===== config.mk =====
export PLATFORM = sky130hd
export DESIGN_NAME = apresenta_sequencia_flat
export DESIGN_NICKNAME = d
export VERILOG_FILES = /design/src/rtl/apresenta_sequencia_if.sv /design/src/rtl/apresenta_sequencia.sv /design/src/flat_wrapper.sv
export SDC_FILE = /design/constraint.sdc
export NUM_CORES = 1
export LEC_CHECK = 0
export CORE_MARGIN = 10
export CORE_UTILIZATION = 54
export CTS_CLUSTER_SIZE = 10
export DETAILED_ROUTE_END_ITERATION = 7
export PLACE_DENSITY = 0.79
export SLEW_MARGIN = 15
export SYNTH_ARGS = -nofsm -noshare
export SYNTH_HDL_FRONTEND = slang
export SYNTH_SLANG_ARGS = --single-unit
export TNS_END_PERCENT = 30

===== constraint.sdc =====
create_clock -name clock -period 2.7 [get_ports clock]
set_input_delay 0.27 -clock clock [delete_from_list [all_inputs] [get_ports clock]]
set_output_delay 0.27 -clock clock [all_outputs]
set_load 0.01 [all_outputs]

===== src/rtl/apresenta_sequencia_if.sv =====
// Handshake and memory bus between the game controller, the sequence memory
// and the sequence player.
interface apresenta_sequencia_if #(
  parameter int ADDR_W = 4
) ();
  logic              iniciar;
  logic              cancelar;
  logic              dificuldade;
  logic [ADDR_W-1:0] tamanho;
  logic [7:0]        mem_dado;
  logic [ADDR_W-1:0] mem_endereco;
  logic [7:0]        leds;
  logic              ocupado;
  logic              pronto;
  logic [3:0]        db_estado;

  modport master (
    output iniciar, cancelar, dificuldade, tamanho, mem_dado,
    input  mem_endereco, leds, ocupado, pronto, db_estado
  );

  modport slave (
    input  iniciar, cancelar, dificuldade, tamanho, mem_dado,
    output mem_endereco, leds, ocupado, pronto, db_estado
  );
endinterface


===== src/rtl/apresenta_sequencia.sv =====
// Plays the stored colour sequence on the LEDs: each item lit for TON_EF
// cycles followed by a dark gap of TOFF_EF cycles, then a one-cycle pronto.
module apresenta_sequencia #(
  parameter int T_ON   = 25000000,
  parameter int T_OFF  = 12500000,
  parameter int ADDR_W = 4
) (
  input  logic                  clock,
  input  logic                  reset,
  apresenta_sequencia_if.slave  bus
);
  localparam int T_MAX = (T_ON > T_OFF) ? T_ON : T_OFF;
  localparam int TW    = $clog2(T_MAX + 1);

  // Terminal timer values: the timer counts 0..limit, so limit = duration-1.
  localparam logic [TW-1:0] ON_FULL_LIM  = TW'(T_ON - 1);
  localparam logic [TW-1:0] ON_HALF_LIM  = TW'((T_ON / 2) - 1);
  localparam logic [TW-1:0] OFF_FULL_LIM = TW'(T_OFF - 1);
  localparam logic [TW-1:0] OFF_HALF_LIM = TW'((T_OFF / 2) - 1);

  typedef enum logic [3:0] {
    OCIOSO  = 4'd0,
    BUSCA   = 4'd1,
    ACESO   = 4'd2,
    APAGADO = 4'd3,
    FIM     = 4'd4
  } estado_t;

  estado_t           estado_q, estado_d;
  logic [TW-1:0]     timer_q, timer_d;
  logic [ADDR_W-1:0] end_q, end_d;
  logic [ADDR_W-1:0] tam_q, tam_d;
  logic              dif_q, dif_d;
  logic [7:0]        leds_q, leds_d;
  logic              pronto_q, pronto_d;
  logic              ocupado_q, ocupado_d;
  logic [TW-1:0]     lim_on_s, lim_off_s;

  // Next-state and next-output logic for the playback FSM.
  always_comb begin
    estado_d  = estado_q;
    timer_d   = timer_q + TW'(1);
    end_d     = end_q;
    tam_d     = tam_q;
    dif_d     = dif_q;
    leds_d    = leds_q;
    lim_on_s  = ON_FULL_LIM;
    lim_off_s = OFF_FULL_LIM;

    if (dif_q) begin
      lim_on_s  = ON_HALF_LIM;
      lim_off_s = OFF_HALF_LIM;
    end else begin
      lim_on_s  = ON_FULL_LIM;
      lim_off_s = OFF_FULL_LIM;
    end

    if (bus.cancelar) begin
      estado_d = OCIOSO;
      leds_d   = 8'h00;
      end_d    = '0;
      timer_d  = '0;
    end else begin
      case (estado_q)
        OCIOSO: begin
          leds_d  = 8'h00;
          timer_d = '0;
          if (bus.iniciar) begin
            tam_d    = bus.tamanho;
            dif_d    = bus.dificuldade;
            end_d    = '0;
            estado_d = BUSCA;
          end else begin
            estado_d = OCIOSO;
          end
        end
        BUSCA: begin
          leds_d   = bus.mem_dado;
          timer_d  = '0;
          estado_d = ACESO;
        end
        ACESO: begin
          if (timer_q == lim_on_s) begin
            leds_d   = 8'h00;
            timer_d  = '0;
            estado_d = APAGADO;
          end else begin
            estado_d = ACESO;
          end
        end
        APAGADO: begin
          leds_d = 8'h00;
          if (timer_q == lim_off_s) begin
            timer_d = '0;
            // Stop at the latched last index; the address never wraps.
            if (end_q == tam_q) begin
              estado_d = FIM;
            end else begin
              end_d    = end_q + ADDR_W'(1);
              estado_d = BUSCA;
            end
          end else begin
            estado_d = APAGADO;
          end
        end
        FIM: begin
          leds_d   = 8'h00;
          timer_d  = '0;
          estado_d = OCIOSO;
        end
        default: begin
          leds_d   = 8'h00;
          timer_d  = '0;
          end_d    = '0;
          estado_d = OCIOSO;
        end
      endcase
    end

    pronto_d  = (estado_d == FIM);
    ocupado_d = (estado_d != OCIOSO);
  end

  // State and registered-output update.
  always_ff @(posedge clock or negedge reset) begin
    if (!reset) begin
      estado_q  <= OCIOSO;
      timer_q   <= '0;
      end_q     <= '0;
      tam_q     <= '0;
      dif_q     <= 1'b0;
      leds_q    <= 8'h00;
      pronto_q  <= 1'b0;
      ocupado_q <= 1'b0;
    end else begin
      estado_q  <= estado_d;
      timer_q   <= timer_d;
      end_q     <= end_d;
      tam_q     <= tam_d;
      dif_q     <= dif_d;
      leds_q    <= leds_d;
      pronto_q  <= pronto_d;
      ocupado_q <= ocupado_d;
    end
  end

  assign bus.mem_endereco = end_q;
  assign bus.leds         = leds_q;
  assign bus.pronto       = pronto_q;
  assign bus.ocupado      = ocupado_q;
  assign bus.db_estado    = estado_q;
endmodule


===== src/flat_wrapper.sv =====
// flat-port wrapper written by rule: the top's interface ports become plain ports
module apresenta_sequencia_flat 
#(
  parameter int T_ON   = 25000000,
  parameter int T_OFF  = 12500000,
  parameter int ADDR_W = 4
)
  (clock, reset, bus_iniciar, bus_cancelar, bus_dificuldade, bus_tamanho, bus_mem_dado, bus_mem_endereco, bus_leds, bus_ocupado, bus_pronto, bus_db_estado);
  apresenta_sequencia_if #(.ADDR_W(ADDR_W)) bus_i ();
  input  logic clock;
  input  logic reset;
  input wire logic [$bits(bus_i.iniciar)-1:0] bus_iniciar;
  input wire logic [$bits(bus_i.cancelar)-1:0] bus_cancelar;
  input wire logic [$bits(bus_i.dificuldade)-1:0] bus_dificuldade;
  input wire logic [$bits(bus_i.tamanho)-1:0] bus_tamanho;
  input wire logic [$bits(bus_i.mem_dado)-1:0] bus_mem_dado;
  output wire logic [$bits(bus_i.mem_endereco)-1:0] bus_mem_endereco;
  output wire logic [$bits(bus_i.leds)-1:0] bus_leds;
  output wire logic [$bits(bus_i.ocupado)-1:0] bus_ocupado;
  output wire logic [$bits(bus_i.pronto)-1:0] bus_pronto;
  output wire logic [$bits(bus_i.db_estado)-1:0] bus_db_estado;
  assign bus_i.iniciar = bus_iniciar;
  assign bus_i.cancelar = bus_cancelar;
  assign bus_i.dificuldade = bus_dificuldade;
  assign bus_i.tamanho = bus_tamanho;
  assign bus_i.mem_dado = bus_mem_dado;
  assign bus_mem_endereco = bus_i.mem_endereco;
  assign bus_leds = bus_i.leds;
  assign bus_ocupado = bus_i.ocupado;
  assign bus_pronto = bus_i.pronto;
  assign bus_db_estado = bus_i.db_estado;
  apresenta_sequencia #(.T_ON(T_ON), .T_OFF(T_OFF), .ADDR_W(ADDR_W)) u_core (.clock(clock), .reset(reset), .bus(bus_i));
endmodule

### Word-level counts from Yosys, hierarchy flattened

Index checks and enable logic that the tools add are counted.

* $add $sub $neg: 2
* $mul: 0
* div/mod/pow operators: 0
* magnitude comparators: 0
* equality and inequality tests: 13
* shifts and indexed selects: 0
* mux-type cells: 20
* bitwise operators: 1
* reductions and logical operators: 5

Operators with widths (count)
* 25-bit 2-to-1 mux: 4
* 25-bit case mux with 2 select lines: 1
* 25-bit by 1-bit adder with 25-bit output, second input constant: 1
* 25-bit by 24-bit == test with 1-bit output: 1
* 25-bit == test: 1
* 24-bit 2-to-1 mux: 1
* 4-bit 2-to-1 mux: 5
* 8-bit 2-to-1 mux: 2
* 4-bit case mux with 4 select lines: 1
* 8-bit case mux with 2 select lines: 1
* 4-bit case mux with 3 select lines: 1
* 4-bit by 2-bit == test with 1-bit output, second input constant: 2
* 4-bit by 3-bit == test with 1-bit output, second input constant: 2
* 3-bit 2-to-1 mux: 2
* 3-bit by 2-bit inequality test with 1-bit output, second input constant: 2
* 3-bit inequality test, second input constant: 2
* 4-bit by 1-bit adder with 4-bit output, second input constant: 1
* 4-bit by 1-bit == test with 1-bit output, second input constant: 1
* 4-bit == test: 1
* 4-bit logical NOT: 1
* 4-bit AND reduction: 1
* 4-bit nonzero test: 1
* 3-bit AND reduction: 1
* 3-bit OR reduction: 1
* 3 further kinds: 4

* flip-flop bits (word level): 48
* bits in latches: 0
* bits in writable memories: 0
* ROM bits: 0
* bits of input ports: 17
* output and inout port bits: 18
* logic and storage cells: 49
* memories kept: 0

### Longest topological paths before layout

* depth in word-level cells: 6
* mapped depth: 7
* depth with buffers taken out: 6

### Worst setup path before layout

Ideal clock, no wire load.

* kind: register -> register
* start: register u_core.dif_q
* end: register u_core.end_q[2], in the netlist u_core.bus.mem_endereco[2]
* library setup time: 0.077 ns
* arrival: 2.026 ns
* required time: 2.623 ns
* path slack: 0.597 ns
* stages on the path, launching flop included: 8
* path buffers: 2
* period minus slack after synthesis: 2.103 ns
* cell sequence: dfrtp_1 > buf_6 > or4b_4 > a22oi_4 > nand4_2 > buf_6 > or4_1 > a21oi_1

* longest elaborated chain between the ends: 4

Ends and longest elaborated chain
* start: declaration: RTL line apresenta_sequencia.sv:33 `logic dif_q, dif_d;`
* start signal: assignment: RTL line apresenta_sequencia.sv:140 `dif_q <= dif_d;`
* 24-bit 2-to-1 mux: RTL line apresenta_sequencia.sv:50 `if (dif_q) begin`
* 25-bit by 24-bit == test with 1-bit output: RTL line apresenta_sequencia.sv:93 `if (timer_q == lim_off_s) begin`
* 3-bit by 2-bit inequality test with 1-bit output (no line)
* 4-bit AND reduction (no line)
* end signal: assignment: RTL line apresenta_sequencia.sv:138 `end_q <= end_d;`
* end: declaration: RTL line apresenta_sequencia.sv:31 `logic [ADDR_W-1:0] end_q, end_d;`

Every way passes these cells.
A chain may end at the register's enable or synchronous reset.

### Final worst setup path

* start: register u_core.dif_q
* end: register u_core.end_q[3], in the netlist u_core.bus.mem_endereco[3]

The elaborated chain is that of the path after synthesis.

==> impl_metrics.csv <==
group,metric,value,unit
status,status,"completed",
setup_path,arrival,2.50,ns
clocking,cts_setup_buffers,0,
synth,synth_compound_area_share,9.08,%
finish,final_layout_size_suffix_gt1_share,7.38,%
power_and_ir_drop,switchingPower,321,uW
synth,ys_ff_latch,47,
power_and_ir_drop,total_power,1.50,mW
setup_path,crit_path_start,"u_core.dif_q",
power_and_ir_drop,vdd_drop_max,0.260,mV
clocking,clk_latency,0.30,ns
power_and_ir_drop,power_frac_comb,9.3,%
detailed_routing,wl,5040,um
timing,hold-worst-slack,0.137,ns
synth,synth-xor-area-share,9.64,%
synth,synthMuxAreaShare,2.70,%
synth,yosysWarnings,0,
grt,grtUsageTotal,13.7,%
setup_path,r2r_start,"u_core.dif_q",
timing,fmax,439,MHz
flow_run,max_cap_violations,0,
detailed_routing,ant_nets,0,
timing,tightest_slew,1.01,ns
timing,final-setup-viol-count,0,
placement,gp_congestion,0.916,
synth,synthCells,241,
timing,min_period,2.28,ns
placement,port_buffers,33,
timing,min_period_over_period,84.3,%
detailed_routing,m1WireLength,2320,um
timing,rsz0062_at_grt,"no",
finish,n_fill_cell,368,
synth,synth_top_area_cell,"dfrtp_1",
synth,ys_seq_area_share,47.9,%
timing,fin_skew,0.00731,ns
setup_path,r2r_end,"u_core.bus.mem_endereco[3]",
synth,ys_top_cells_by_area,"dfrtp_1 (48%), xnor2_1 (7.1%), nor2_1 (5.2%), a22o_1 (2.9%), xor2_1 (2.5%)",
grt,grt_max_degree,48,
power_and_ir_drop,p_per_area,512,mW/mm^2
detailed_routing,via_per_inst,5.90,
power_and_ir_drop,intPower,1.17,mW
synth,ys.flop_type,"dfrtp_1",
timing,maxSlewHeadroom,33.0,%
synth,avgSynthCellArea,10.2,um^2
setup_path,worst-setup-path-type,"flop to flop",
power_and_ir_drop,p_leak,1.11,nW
clocking,clkSinkCount,47,
timing,fin_setup_tns,0,ns
synth,async_flop_share,100,%
clocking,cts_resized,0,
setup_path,required,2.93,ns
clocking,numCtsBuffers,5,
synth,synth_adder_area_share,1.02,%
die,core.rowCount,24,
die,core,0.00438,mm^2
die,die_w,87.4,um
synth,yosysUniqueCellTypes,49,
synth,synthSimpleGateAreaFrac,25.8,%
setup_path,end_kind,"flop",
clocking,cts_hold_buf,0,
finish,n_antenna_cell,0,
timing,hold_viol_final,0,
clocking,cts.path.max_buffers,2,
grt,grt_overflow,0,
finish,synthToLayoutAreaGrowth,19.0,%
synth,synth_edf_count,0,
setup_path,cp-start-kind,"flop",
placement,dpl.hpwl,3590,um
setup_path,rrSetupSlack,0.42,ns
die,initial_core_util,56.0,%
detailed_routing,drc,0,
synth,yosysTopAreaCellShare,47.9,%
detailed_routing,top_layer,"met4",
synth,syn_nets,260,
detailed_routing,drtIter0Drc,81,
clocking,cts_max_level,2,
detailed_routing,wl_met3,325,um
synth,synth_common_cells,"dfrtp_1 (47), nor2_1 (34), xnor2_1 (20)",
worst_hold_path,hp-class,"input pin to async pin",
finish,final_nets,289,
setup_path,max_stage_delay,0.58,ns
clocking,cts_root_buf,"clkbuf_8",
power_and_ir_drop,power_frac_clock,40.1,%
grt,grt_pass1_wl,8510,um
die,die_h,87.4,um
setup_path,critPathSlowestCell,"or4b_4",
die,io_pins,35,
setup_path,path_cells,"or4b_4, a22oi_4, nand4_2, or4_1, a21oi_1",
synth,yosysMostFrequentCell,"dfrtp_1",
setup_path,path_max_fanout,11,
clocking,clk_pin_slew,0.08,ns
detailed_routing,firstDrtPassIters,4,
detailed_routing,dr_total_vias,1907,
setup_path,ff2ff_path_depth,5,
clocking,cts_tree,"done",
power_and_ir_drop,p_sw_share,21.4,%
detailed_routing,routed-wl-met2,2320,um
synth,syn_area,0.00245,mm^2
grt,grt_pass1_vias,1837,
synth,synth_top_family_by_area,"simple AND/OR/NAND/NOR gates",
timing,drv_slew,0,
detailed_routing,routed_wire_length_per_instance,15.6,um
power_and_ir_drop,seq_power_share,50.5,%
die,dieArea,0.00764,mm^2
grt,antenna_found_initial,0,
[area by class of cell]
class	instances	area (um^2)	area share, %
clock buffer	6	72.6	2.49
clock inverter	2	60.1	2.06
inverter	5	18.8	0.643
multi-input combinational	176	1190	40.7
sequential	47	1180	40.3
tap	52	65.1	2.23
timing repair buffer	35	340	11.7
[power by group through the flow]
stage	clock, mW	sequential, mW	combinational, mW
after global placement	0	0.769	0.140
after CTS	0.615	0.756	0.143
after floorplan	0	0.761	0.0897
after global routing	0.637	0.761	0.155
final	0.600	0.755	0.140
after detailed placement	0	0.770	0.142
[worst max path at each step]
stage | to | slack (ns) | depth (start not counted)
floorplan | u_core.bus.mem_endereco[2] | 0.60 | 7
global placement | u_core.bus.mem_endereco[3] | 0.52 | 5
detailed placement | u_core.bus.mem_endereco[3] | 0.45 | 5
CTS | u_core.bus.mem_endereco[3] | 0.42 | 5
global route | u_core.bus.mem_endereco[3] | 0.28 | 6
finish | u_core.bus.mem_endereco[3] | 0.42 | 5
[per-layer routing]
layer  global-route usage [%]  up-vias
met5                        0        -
met4                     4.20        0
met3                     4.59        8
met2                     21.8       56
met1                     16.9      923
li1                         -      920
[cell families after synthesis]
logic type	Yosys count
adders and majority gates	2
xor gates and xnor gates	27
muxes	6
DFF	47
AOI/OAI and AO/OA	27
other	1
buffers and inverters	18
and+or+nand+nor	113
[placed cells by master, fill, tap and decap left out, drive strengths merged, types with 2 or more instances in the layout]
cell            n
nor2b           2
nor4            5
nor3            9
nand3          12
a21oi           4
a22o            8
a22oi           2
nand2          12
or4b            4
xor2            7
nand4b          2
dfrtp          47
o21ai           2
ha              2
nand3b          3
and2            2
nor4b           3
bufinv          2
inv             5
and4            4
nand2b          3
nor2           34
clkbuf          6
and3            3
o211ai          2
nand4          10
or4             2
buf             3
mux2            5
o31ai           2
xnor2          20
clkdlybuf4s50  32
[registers in the layout, summed over array words and instances (netlist names)]
signal / cells
u_core.bus.db_estado: 3
u_core.bus.leds: 8
u_core.bus.mem_endereco: 4
u_core.bus.ocupado: 1
u_core.bus.pronto: 1
u_core.dif_q: 1
u_core.tam_q: 4
u_core.timer_q: 25
[worst max-delay path: cells and delay by family (launching register included)]
kind | cells | cell delay (ns)
flops | 1 | 0.47
compound gates | 2 | 0.31
simple gates | 3 | 1.42
[through the flow]
stage	instance area (um^2)	setup WS [ns]	instances	utilization, %
after floorplan	2450	0.597	241	-
after global placement	2790	0.516	315	63.6
after CTS	2920	0.418	323	66.6
after global routing	2920	0.279	323	66.6
final	2920	0.424	323	66.6
after detailed placement	2790	0.448	315	63.6
Power figures use the tool's default switching activity.
